--- src/rtl/hdmi_link_manager_if.sv ---
// I2C request/completion bus between the link manager (master side) and an external I2C engine.
interface hdmi_link_manager_if;
    logic       ready;
    logic [6:0] address;
    logic       rw;
    logic [7:0] register;
    logic [7:0] data_write;
    logic       valid;
    logic       nack;
    logic [7:0] data_read;

    modport master (
        output ready, address, rw, register, data_write,
        input  valid, nack, data_read
    );
    modport slave (
        input  ready, address, rw, register, data_write,
        output valid, nack, data_read
    );
endinterface

--- src/rtl/hdmi_link_manager.sv ---
// HPD-driven HDMI link bring-up: debounce, redriver table, SCDC probe, TMDS config, bounded retries.
// Optional HDMI_LINK_SCDC_POLL_EN: periodic SCDC TMDS-config readback while running.
module hdmi_link_manager #(
    parameter int             CLOCK_FREQUENCY  = 0,
    parameter int             DEBOUNCE_MS      = 100,
    parameter int             BACKOFF_MS       = 100,
    parameter int             RETRY_LIMIT      = 3,
    parameter logic [6:0]     REDRIVER_ADDRESS = 7'h5E,
    parameter int             REDRIVER_COUNT   = 9,
    parameter logic [255:0]   REDRIVER_TABLE   = '0,
    parameter int             POLL_MS          = 1000
) (
    input  logic                       clock,
    input  logic                       reset_n,
    input  logic                       hpd,
    input  logic                       over_340mhz,
    hdmi_link_manager_if.master        i2c,
    output logic                       link_run,
    output logic                       scrambler_enable,
    output logic                       tmds_bit_clock_ratio,
    output logic                       hdmi2_sink,
    output logic                       link_error
);

    localparam int              TICK_DIV = (CLOCK_FREQUENCY >= 1000) ? CLOCK_FREQUENCY / 1000 : 1;
    localparam int              PRE_W    = (TICK_DIV > 1) ? $clog2(TICK_DIV) : 1;
    localparam logic [PRE_W-1:0] PRE_MAX = PRE_W'(TICK_DIV - 1);
    localparam logic [6:0]      SCDC_ADDR     = 7'h54;
    localparam logic [7:0]      SCDC_VERSION  = 8'h02;
    localparam logic [7:0]      SCDC_TMDS_CFG = 8'h20;
    localparam logic [4:0]      LAST_IDX      = 5'(REDRIVER_COUNT - 1);

    typedef enum logic [2:0] {
        S_IDLE, S_DEBOUNCE, S_CFG_REDRIVER, S_PROBE_SCDC, S_CFG_TMDS, S_RUN, S_BACKOFF, S_FAIL
    } state_e;

    typedef struct packed {
        logic [6:0] address;
        logic       rw;
        logic [7:0] register;
        logic [7:0] data;
    } i2c_req_t;

    function automatic i2c_req_t wr_req(input logic [6:0] a, input logic [7:0] r, input logic [7:0] d);
        i2c_req_t q;
        q.address  = a;
        q.rw       = 1'b0;
        q.register = r;
        q.data     = d;
        return q;
    endfunction

    function automatic i2c_req_t table_req(input logic [3:0] i);
        logic [15:0] e;
        e = REDRIVER_TABLE[{i, 4'h0} +: 16];
        return wr_req(REDRIVER_ADDRESS, e[15:8], e[7:0]);
    endfunction

    state_e           state_q, state_d;
    logic [4:0]       idx_q, idx_d;
    logic [15:0]      ms_q, ms_d;
    logic [PRE_W-1:0] pre_q, pre_d;
    logic [3:0]       retry_q, retry_d;
    i2c_req_t         req_q, req_d;
    logic             ready_q, ready_d;
    logic             link_q, link_d;
    logic             scr_q, scr_d;
    logic             ratio_q, ratio_d;
    logic             hdmi2_q, hdmi2_d;
    logic             err_q, err_d;
    logic             poll_q, poll_d;

    logic     tick, done, start_cfg, retry_now, enter_run;
    i2c_req_t tmds_req;

    assign tmds_req = wr_req(SCDC_ADDR, SCDC_TMDS_CFG, {6'b0, over_340mhz, over_340mhz});

    always_comb begin
        state_d   = state_q;
        idx_d     = idx_q;
        ms_d      = ms_q;
        retry_d   = retry_q;
        req_d     = req_q;
        ready_d   = ready_q;
        link_d    = link_q;
        scr_d     = scr_q;
        ratio_d   = ratio_q;
        hdmi2_d   = hdmi2_q;
        err_d     = err_q;
        poll_d    = poll_q;
        start_cfg = 1'b0;
        retry_now = 1'b0;
        enter_run = 1'b0;

        tick  = (pre_q == PRE_MAX);
        pre_d = tick ? '0 : pre_q + 1'b1;
        if (tick && ms_q != 16'd0) ms_d = ms_q - 16'd1;
        // a completion only counts while a request is actually outstanding
        done  = ready_q && i2c.valid;

        case (state_q)
            S_IDLE: begin
                if (hpd) begin
                    state_d = S_DEBOUNCE;
                    ms_d    = 16'(DEBOUNCE_MS - 1);
                    pre_d   = '0;
                end
            end
            S_DEBOUNCE, S_BACKOFF: begin
                if (tick && ms_q == 16'd0) start_cfg = 1'b1;
            end
            S_CFG_REDRIVER: begin
                if (done) begin
                    if (i2c.nack) begin
                        retry_now = 1'b1;
                    end else if (idx_q == LAST_IDX) begin
                        state_d = S_PROBE_SCDC;
                        req_d   = wr_req(SCDC_ADDR, SCDC_VERSION, 8'h01);
                    end else begin
                        idx_d = idx_q + 5'd1;
                        req_d = table_req(idx_q[3:0] + 4'd1);
                    end
                end
            end
            S_PROBE_SCDC: begin
                if (done) begin
                    if (!i2c.nack) begin
                        hdmi2_d = 1'b1;
                        state_d = S_CFG_TMDS;
                        req_d   = tmds_req;
                    end else if (!over_340mhz) begin
                        enter_run = 1'b1;
                    end else begin
                        retry_now = 1'b1;
                    end
                end
            end
            S_CFG_TMDS: begin
                if (done) begin
                    if (i2c.nack) begin
                        retry_now = 1'b1;
                    end else begin
                        scr_d     = over_340mhz;
                        ratio_d   = over_340mhz;
                        enter_run = 1'b1;
                    end
                end
            end
            S_RUN: begin
`ifdef HDMI_LINK_SCDC_POLL_EN
                if (hdmi2_q) begin
                    if (!poll_q && tick && ms_q == 16'd0) begin
                        req_d          = wr_req(SCDC_ADDR, SCDC_TMDS_CFG, 8'h00);
                        req_d.rw       = 1'b1;
                        ready_d        = 1'b1;
                        poll_d         = 1'b1;
                    end else if (poll_q && done) begin
                        poll_d = 1'b0;
                        // a sink that lost its TMDS config gets it rewritten without burning a retry
                        if (i2c.nack || i2c.data_read[1:0] != {ratio_q, scr_q}) begin
                            link_d  = 1'b0;
                            state_d = S_CFG_TMDS;
                            req_d   = tmds_req;
                        end else begin
                            ready_d = 1'b0;
                            ms_d    = 16'(POLL_MS - 1);
                            pre_d   = '0;
                        end
                    end
                end
`endif
            end
            default: ;
        endcase

        if (start_cfg) begin
            idx_d   = 5'd0;
            ready_d = 1'b1;
            if (REDRIVER_COUNT > 0) begin
                state_d = S_CFG_REDRIVER;
                req_d   = table_req(4'd0);
            end else begin
                state_d = S_PROBE_SCDC;
                req_d   = wr_req(SCDC_ADDR, SCDC_VERSION, 8'h01);
            end
        end

        if (retry_now) begin
            ready_d = 1'b0;
            if (retry_q == 4'(RETRY_LIMIT)) begin
                state_d = S_FAIL;
                err_d   = 1'b1;
            end else begin
                retry_d = retry_q + 4'd1;
                state_d = S_BACKOFF;
                ms_d    = 16'(BACKOFF_MS - 1);
                pre_d   = '0;
            end
        end

        if (enter_run) begin
            state_d = S_RUN;
            ready_d = 1'b0;
            link_d  = 1'b1;
            ms_d    = 16'(POLL_MS - 1);
            pre_d   = '0;
        end

        if (!hpd) begin
            state_d = S_IDLE;
            ready_d = 1'b0;
            link_d  = 1'b0;
            scr_d   = 1'b0;
            ratio_d = 1'b0;
            hdmi2_d = 1'b0;
            err_d   = 1'b0;
            retry_d = 4'd0;
            poll_d  = 1'b0;
        end
    end

    always_ff @(posedge clock) begin
        if (!reset_n) begin
            state_q <= S_IDLE;
            idx_q   <= '0;
            ms_q    <= '0;
            pre_q   <= '0;
            retry_q <= '0;
            req_q   <= '0;
            ready_q <= 1'b0;
            link_q  <= 1'b0;
            scr_q   <= 1'b0;
            ratio_q <= 1'b0;
            hdmi2_q <= 1'b0;
            err_q   <= 1'b0;
            poll_q  <= 1'b0;
        end else begin
            state_q <= state_d;
            idx_q   <= idx_d;
            ms_q    <= ms_d;
            pre_q   <= pre_d;
            retry_q <= retry_d;
            req_q   <= req_d;
            ready_q <= ready_d;
            link_q  <= link_d;
            scr_q   <= scr_d;
            ratio_q <= ratio_d;
            hdmi2_q <= hdmi2_d;
            err_q   <= err_d;
            poll_q  <= poll_d;
        end
    end

`ifndef HDMI_LINK_SCDC_POLL_EN
    logic unused_data_read;
    assign unused_data_read = ^i2c.data_read;
`endif

    assign i2c.ready            = ready_q;
    assign i2c.address          = req_q.address;
    assign i2c.rw               = req_q.rw;
    assign i2c.register         = req_q.register;
    assign i2c.data_write       = req_q.data;
    assign link_run             = link_q;
    assign scrambler_enable     = scr_q;
    assign tmds_bit_clock_ratio = ratio_q;
    assign hdmi2_sink           = hdmi2_q;
    assign link_error           = err_q;

endmodule

--- src/flat_wrapper.sv ---
// flat-port wrapper written by rule: the top's interface ports become plain ports
module hdmi_link_manager_flat 
#(
    parameter int             CLOCK_FREQUENCY  = 0,
    parameter int             DEBOUNCE_MS      = 100,
    parameter int             BACKOFF_MS       = 100,
    parameter int             RETRY_LIMIT      = 3,
    parameter logic [6:0]     REDRIVER_ADDRESS = 7'h5E,
    parameter int             REDRIVER_COUNT   = 9,
    parameter logic [255:0]   REDRIVER_TABLE   = '0,
    parameter int             POLL_MS          = 1000
)
  (clock, reset_n, hpd, over_340mhz, link_run, scrambler_enable, tmds_bit_clock_ratio, hdmi2_sink, link_error, i2c_ready, i2c_address, i2c_rw, i2c_register, i2c_data_write, i2c_valid, i2c_nack, i2c_data_read);
  hdmi_link_manager_if i2c_i ();
  input  logic clock;
  input  logic reset_n;
  input  logic hpd;
  input  logic over_340mhz;
  output logic link_run;
  output logic scrambler_enable;
  output logic tmds_bit_clock_ratio;
  output logic hdmi2_sink;
  output logic link_error;
  output wire logic [$bits(i2c_i.ready)-1:0] i2c_ready;
  output wire logic [$bits(i2c_i.address)-1:0] i2c_address;
  output wire logic [$bits(i2c_i.rw)-1:0] i2c_rw;
  output wire logic [$bits(i2c_i.register)-1:0] i2c_register;
  output wire logic [$bits(i2c_i.data_write)-1:0] i2c_data_write;
  input wire logic [$bits(i2c_i.valid)-1:0] i2c_valid;
  input wire logic [$bits(i2c_i.nack)-1:0] i2c_nack;
  input wire logic [$bits(i2c_i.data_read)-1:0] i2c_data_read;
  assign i2c_ready = i2c_i.ready;
  assign i2c_address = i2c_i.address;
  assign i2c_rw = i2c_i.rw;
  assign i2c_register = i2c_i.register;
  assign i2c_data_write = i2c_i.data_write;
  assign i2c_i.valid = i2c_valid;
  assign i2c_i.nack = i2c_nack;
  assign i2c_i.data_read = i2c_data_read;
  hdmi_link_manager #(.CLOCK_FREQUENCY(CLOCK_FREQUENCY), .DEBOUNCE_MS(DEBOUNCE_MS), .BACKOFF_MS(BACKOFF_MS), .RETRY_LIMIT(RETRY_LIMIT), .REDRIVER_ADDRESS(REDRIVER_ADDRESS), .REDRIVER_COUNT(REDRIVER_COUNT), .REDRIVER_TABLE(REDRIVER_TABLE), .POLL_MS(POLL_MS)) u_core (.clock(clock), .reset_n(reset_n), .hpd(hpd), .over_340mhz(over_340mhz), .i2c(i2c_i), .link_run(link_run), .scrambler_enable(scrambler_enable), .tmds_bit_clock_ratio(tmds_bit_clock_ratio), .hdmi2_sink(hdmi2_sink), .link_error(link_error));
endmodule
--- config.mk ---
export PLATFORM = sky130hd
export DESIGN_NAME = hdmi_link_manager_flat
export DESIGN_NICKNAME = d
export VERILOG_FILES = /design/src/rtl/hdmi_link_manager_if.sv /design/src/rtl/hdmi_link_manager.sv /design/src/flat_wrapper.sv
export SDC_FILE = /design/constraint.sdc
export NUM_CORES = 1
export LEC_CHECK = 0
export ABC_AREA = 1
export ABC_CLOCK_PERIOD_IN_PS = 1500
export BUFFER_PORTS_ARGS = -buffer_cell sky130_fd_sc_hd__buf_4
export CAP_MARGIN = 10
export CORE_MARGIN = 4
export CORE_UTILIZATION = 50
export DETAILED_ROUTE_END_ITERATION = 12
export GPL_TIMING_DRIVEN = 0
export PLACE_DENSITY = 0.85
export SLEW_MARGIN = 25
export SYNTH_ARGS = -nofsm -noshare
export SYNTH_HDL_FRONTEND = slang
export SYNTH_SLANG_ARGS = --single-unit
--- constraint.sdc ---
create_clock -name clock -period 1.5 [get_ports clock]
set_clock_uncertainty 0.15 [all_clocks]
set_input_delay 0.15 -clock clock [delete_from_list [all_inputs] [get_ports clock]]
set_output_delay 0.15 -clock clock [all_outputs]
set_load 0.01 [all_outputs]
Word-level counts from Yosys, hierarchy flattened

Cells that the tools add are included.

Bits in registers: 58

Add/sub/neg operators: 5
Equal/unequal tests: 25
Shift-type cells: 1
Mux-type cells: 42
Bitwise operators: 6
Reductions and logical operators: 26

Operator list:

| kind                                                                            | count |
|---|---|
| 256-bit by 9-bit variable part select with 16-bit output (first input constant) | 1 |
| 24-bit two-way mux                                                              | 5 |
| 16-bit two-way mux                                                              | 5 |
| 24-bit one-hot mux with 2 select lines                                          | 1 |
| 3-bit two-way mux                                                               | 8 |
| 21-bit two-way mux                                                              | 1 |
| 1-bit two-way mux                                                               | 18 |
| 16-bit logical NOT                                                              | 1 |
| 16-bit nonzero test                                                             | 1 |
| 16-bit by 1-bit subtractor with 16-bit output (second input constant)           | 1 |
| 5-bit by 1-bit != test with 1-bit output (second input constant)                | 3 |
| 4-bit by 1-bit != test with 1-bit output (second input constant)                | 3 |
| 6-bit AND reduction                                                             | 2 |
| 10-bit two-way mux                                                              | 1 |
| 5-bit by 2-bit != test with 1-bit output (second input constant)                | 2 |
| 5-bit AND reduction                                                             | 2 |
| 3-bit one-hot mux with 3 select lines                                           | 1 |
| 4-bit by 1-bit adder with 4-bit output (second input constant)                  | 2 |
| 4-bit by 2-bit != test with 1-bit output (second input constant)                | 2 |
| 2-bit OR reduction                                                              | 4 |
| 3-bit by 2-bit equality test with 1-bit output (second input constant)          | 2 |
| 3-bit equality test (second input constant)                                     | 2 |
| 3-bit by 1-bit != test with 1-bit output (second input constant)                | 2 |
| 3-bit by 2-bit != test with 1-bit output (second input constant)                | 2 |
| other kinds (20)                                                                | 33 |

Logic depth before layout (Yosys ltp)

Depth after elaboration: 8
Depth in mapped cells: 14
Mapped depth without buffers: 14

Worst setup path before layout

Ideal clock, no wire load.

Path kind: reg-to-reg
Start point: register u_core.ready_q, in the netlist u_core.i2c.ready
End point: register u_core.ms_q[3]
Library setup time: 117 ps
Arrival: 1321 ps
Data required time: 1233 ps
Slack: -88 ps
Stages on the path, launching flop included: 10
Buffers on the path: 0
Path through: dfxtp_1 -> nand2_1 -> nor2_1 -> nand3_1 -> nand2_1 -> nand2_2 -> inv_2 -> nor2_8 -> nand2_4 -> nor2_2

Cells in the longest elaborated chain, start to end: 4
Elaborated cells between the ends (all ways): 9
Classes of those cells: 7 x mux; 2 x reduce/logical

RTL lines:

| element                                                         | line                                               | RTL |
|---|---|---|
| from (decl)                                                     | hdmi_link_manager.sv:65                            | `logic ready_q, ready_d;` |
| from (signal assigned)                                          | hdmi_link_manager.sv:244                           | `ready_q <= ready_d;` |
| 1-bit logical AND (*)                                           | hdmi_link_manager.sv:99                            | `done = ready_q && i2c.valid;` |
| 1-bit two-way mux, on equally long branches                     | hdmi_link_manager.sv:139, hdmi_link_manager.sv:126 |  |
| 1-bit one-hot mux with 2 select lines                           | hdmi_link_manager.sv:101                           | `case (state_q)` |
| 16-bit two-way mux / 2-bit OR reduction (equally long branches) | --                                                 |  |
| to (signal assigned)                                            | hdmi_link_manager.sv:240                           | `ms_q <= ms_d;` |
| to (decl)                                                       | hdmi_link_manager.sv:61                            | `logic [15:0] ms_q, ms_d;` |

Mark *: on every way between the ends. The rest lies on a longest branch, timed or not.
A chain may end at the register's enable or synchronous reset.

Worst setup path in the final report

Start point: register u_core.state_q[2]
End point: register u_core.ms_q[15]

Cells in the longest elaborated chain, start to end: 4
Elaborated cells between the ends (all ways): 11
Classes of those cells: 3 x eq/ne; 5 x mux; 3 x reduce/logical

RTL lines:

| element                                                                            | line                                               | RTL |
|---|---|---|
| from (decl)                                                                        | hdmi_link_manager.sv:59                            | `state_e state_q, state_d;` |
| from (signal assigned)                                                             | hdmi_link_manager.sv:238                           | `state_q <= state_d;` |
| 3-bit by 2-bit equality test with 1-bit output, or another cell as far along       | hdmi_link_manager.sv:101                           |  |
| 2-bit OR reduction (no line) / 16-bit two-way mux (equally long branches)          | --                                                 |  |
| 1-bit one-hot mux with 2 select lines / 16-bit two-way mux (equally long branches) | hdmi_link_manager.sv:101, hdmi_link_manager.sv:190 |  |
| 16-bit two-way mux                                                                 | hdmi_link_manager.sv:188                           | `if (retry_now) begin` |

Several ways; a longest one is shown, not always the timed one.

==> results by group <==
Logic synthesis
  • Simple-gate share of the synthesized area: 0.3814
  • Sequential share of the synthesized area: 0.3474
  • Mux contribution to synthesized area: 0
  • Synth async-reset ratio: 0
  • Syn Std Cell Area: 2247 sq um
  • Compound-Gate Fraction of Synth Area: 0.07962
  • Combinational family with the most area after synthesis: simple AND/OR/NAND/NOR gates
  • Post-synth top area share: 0.3474
  • Post-synth EDFFs: 0
  • Synth Instances: 327
  • Post-synth top cells: nand2_1, nor2_1, dfxtp_1, inv_1, a21oi_1
  • Yosys warnings: 0
  • Cell taking the most area after synthesis: dfxtp_1
  • Synth cell types: 29
  • Most frequent cell after synthesis: nand2_1
  • Area contributors post-synth: dfxtp_1, nand2_1, nor2_1
  • Ys flop type: dfxtp_1
  • Avg Cell Area, Syn: 6.872 sq um
  • Adder-cell share of the synthesized area: 0.02784
  • #FFs+latches synth: 39
  • Synth Area in XOR/XNOR: 0.03508

Worst setup path
  • Arrival @ worst endpoint: 1.68 ns
  • Reg2Reg Launch Point: u_core.state_q[2]$_SDFFE_PN0P_
  • Critical path fanouts, max: 8
  • Worst setup path class: flop to flop
  • Crit path capture type: flop
  • Crit path from: u_core.state_q[2]$_SDFFE_PN0P_
  • Worst EP required: 1.58 ns
  • Startpoint types: flop

Route
  • Detailed-route vias per instance: 5.107
  • Drt total wl: 6040 um
  • DR WL/cell: 13.42 um
  • Post-DRT Antenna Nets: 0
  • Max Used Layer: met4
  • Met2 WL: 3199 um
  • 1st-pass router iterations: 4
  • DR iter-0 viols: 85
  • Vias: 2298
  • Drc violations: 0
  • Routed length on met3: 274 um
  • WL met1: 2375 um

Final layout
  • Final #Nets: 416
  • Post-layout instance area: 3148 sq um
  • # diodes: 0
  • Area growth, synth to finish: 40.09%
  • Layout cells sized above 1: 0.4296

Placement
  • # port buffers: 20
  • Final HPWL DP: 3592 um
  • GPL Wtd Cong: 0.9321
  • Area after DPL: 2536 sq um
  • Pre-CTS setup slack: -0.1930 ns

Global route
  • Initial antenna violation count: 0
  • Vias in the first global route: 2181
  • First-pass GRT wire length: 9204 um
  • Global route overflow: 0
  • Total GRT Usage: 0.2116
  • Largest net degree at the start of global routing: 13

Timing
  • Setup TNS: -1.628 ns
  • Final period utilization: 1.069
  • Unrepaired setup endpoints after global routing: yes
  • Final setup fails: 24
  • Fmax: 623.5 MHz
  • PnR worst setup slack: -0.1038 ns
  • Max Transition Viols Final: 0
  • Final Hold Violating Endpoints: 0
  • Post-layout minimum cycle time: 1.604 ns

Run status
  • Outcome: complete, but fails checks
  • Failing checks: negative setup slack

Pwr
  • PwrDens: 1471 nW/um^2
  • Int Power: 2716 uW
  • Final Total Pwr: 4630 uW
  • Switching fraction of total power: 0.4134
  • Static Leakage: 0.001550 uW
  • Peak VDD IR: 0.0007450 V
  • Combinational share of power: 0.500
  • Psw: 1914 uW
  • Sequential share of power: 0.303
  • Clock power share: 0.197

Clock network
  • Clock sinks: 39
  • CTS tree: yes
  • CTS root buf: clkbuf_8
  • Clk_lat worst skew: 0.29 ns
  • Clk slew on worst S/H paths: 0.08 ns
  • CTS max path bufs: 2
  • CTS Buf Count: 5
  • CTS H-tree lvls: 2

Die
  • Die X: 75.04 um
  • Cell Rows: 24
  • Initial Util: 0.5161
  • Core area: 4354 sq um
  • I/O pin cnt: 44
  • Die H: 75.04 um
  • Die area: 5631 sq um

Job
  • Maxcap violations: 0

Min path
  • Hold Path Class: input port to flop
  • Hold Path Origin: over_340mhz
-- final timing paths --
check / end / slack [ns] / cells after the start
hold reg to reg: u_core.retry_q[0]$_SDFFE_PN0P_ / 0.31 / 1
setup / recovery: u_core.ms_q[15]$_SDFF_PP0_ / -0.10 / 10
setup reg to reg: u_core.ms_q[15]$_SDFF_PP0_ / -0.10 / 10
hold / removal: u_core.scrambler_enable$_SDFFE_PN0P_ / 0.10 / 5
-- placed cells by master, fill, tap and decap left out, types with 6 or more instances in the layout --
master / count
nand2_4: 8
nand2_1: 42
conb_1: 15
inv_1: 23
nand3_1: 18
nor2_1: 42
nor2_2: 16
buf_4: 64
nand3_2: 6
nand4_1: 7
dfxtp_1: 27
inv_2: 9
nor2_4: 12
dfxtp_2: 8
clkbuf_8: 6
nand2_2: 17
a21oi_1: 23
xor2_1: 7
-- state kept, by name (all words and copies together) (netlist names) --
name                     count
u_core.link_run              1
u_core.i2c.address           2
u_core.i2c.ready             1
u_core.ms_q                 16
u_core.idx_q                 5
u_core.retry_q               4
u_core.i2c.data_write        2
u_core.scrambler_enable      1
u_core.link_error            1
u_core.state_q               3
u_core.i2c.register          2
u_core.hdmi2_sink            1
-- per-stage QoR --
stage | hold WS [ns] | utilization | std cells
global route | 0.1495 | 0.7230 | 450
detailed placement | 0.2911 | 0.5825 | 413
CTS | 0.04491 | 0.6721 | 438
finish | 0.1034 | 0.7230 | 450
floorplan | 0.1245 | - | 341
global placement | 0.2812 | 0.5825 | 413
-- cell type report --
type	count	area [sq um]
Timing Repair Buffer	49	375.4
Clock inverter	2	35.03
Sequential cell	39	805.8
Inverter	36	145.1
Tap cell	52	65.06
Multi-Input combinational cell	246	1485
Buffer	20	153.9
Clock buffer	6	82.58
Fill cell	313	1206
-- logic make-up (layout without fill, tap and decap cells) --
logic type	Yosys count	in the layout
AND/OR/NAND/NOR	183	183
buffers and inverters	56	113
flip-flops	39	39
AO/OA/AOI/OAI	34	34
XOR/XNOR	9	9
adder cells (fa/ha/maj)	5	5
other	1	15
-- worst max-delay path: stages (launching register included) --
cell	delay (ns)
dfxtp_4	0.38
buf_4	0.14
nand2_4	0.08
nand3_2	0.10
nand2_4	0.12
nor2_4	0.05
inv_4	0.07
nand2_4	0.07
nor2_8	0.16
nand2_8	0.11
nor2_2	0.09
-- power by group through the flow --
stage | Combinational, uW | Clock (uW) | Sequential [uW]
2_1_floorplan | 1430 | 0 | 1330
3_3_place_gp | 1680 | 0 | 1360
3_5_place_dp | 1720 | 0 | 1360
4_1_cts | 2060 | 932 | 1360
5_1_grt | 2580 | 974 | 1430
6_report | 2310 | 914 | 1400
-- what timing repair did --
action                                  4_1_cts  5_1_grt
hold buffers                                  1        0
resized for setup                            48       44
pin swaps                                    15       22
endpoints found under the setup margin       35       36
endpoints found under the hold margin         1        0
cloned                                        1        0
setup buffers                                15       12
-- layer usage --
layer,GRT usage,up-vias
met5,0,-
met4,0.08300,0
met3,0.04673,21
met2,0.3926,78
met1,0.2313,1046
li1,-,1153
Note: power is estimated with default switching activity, not from simulation.
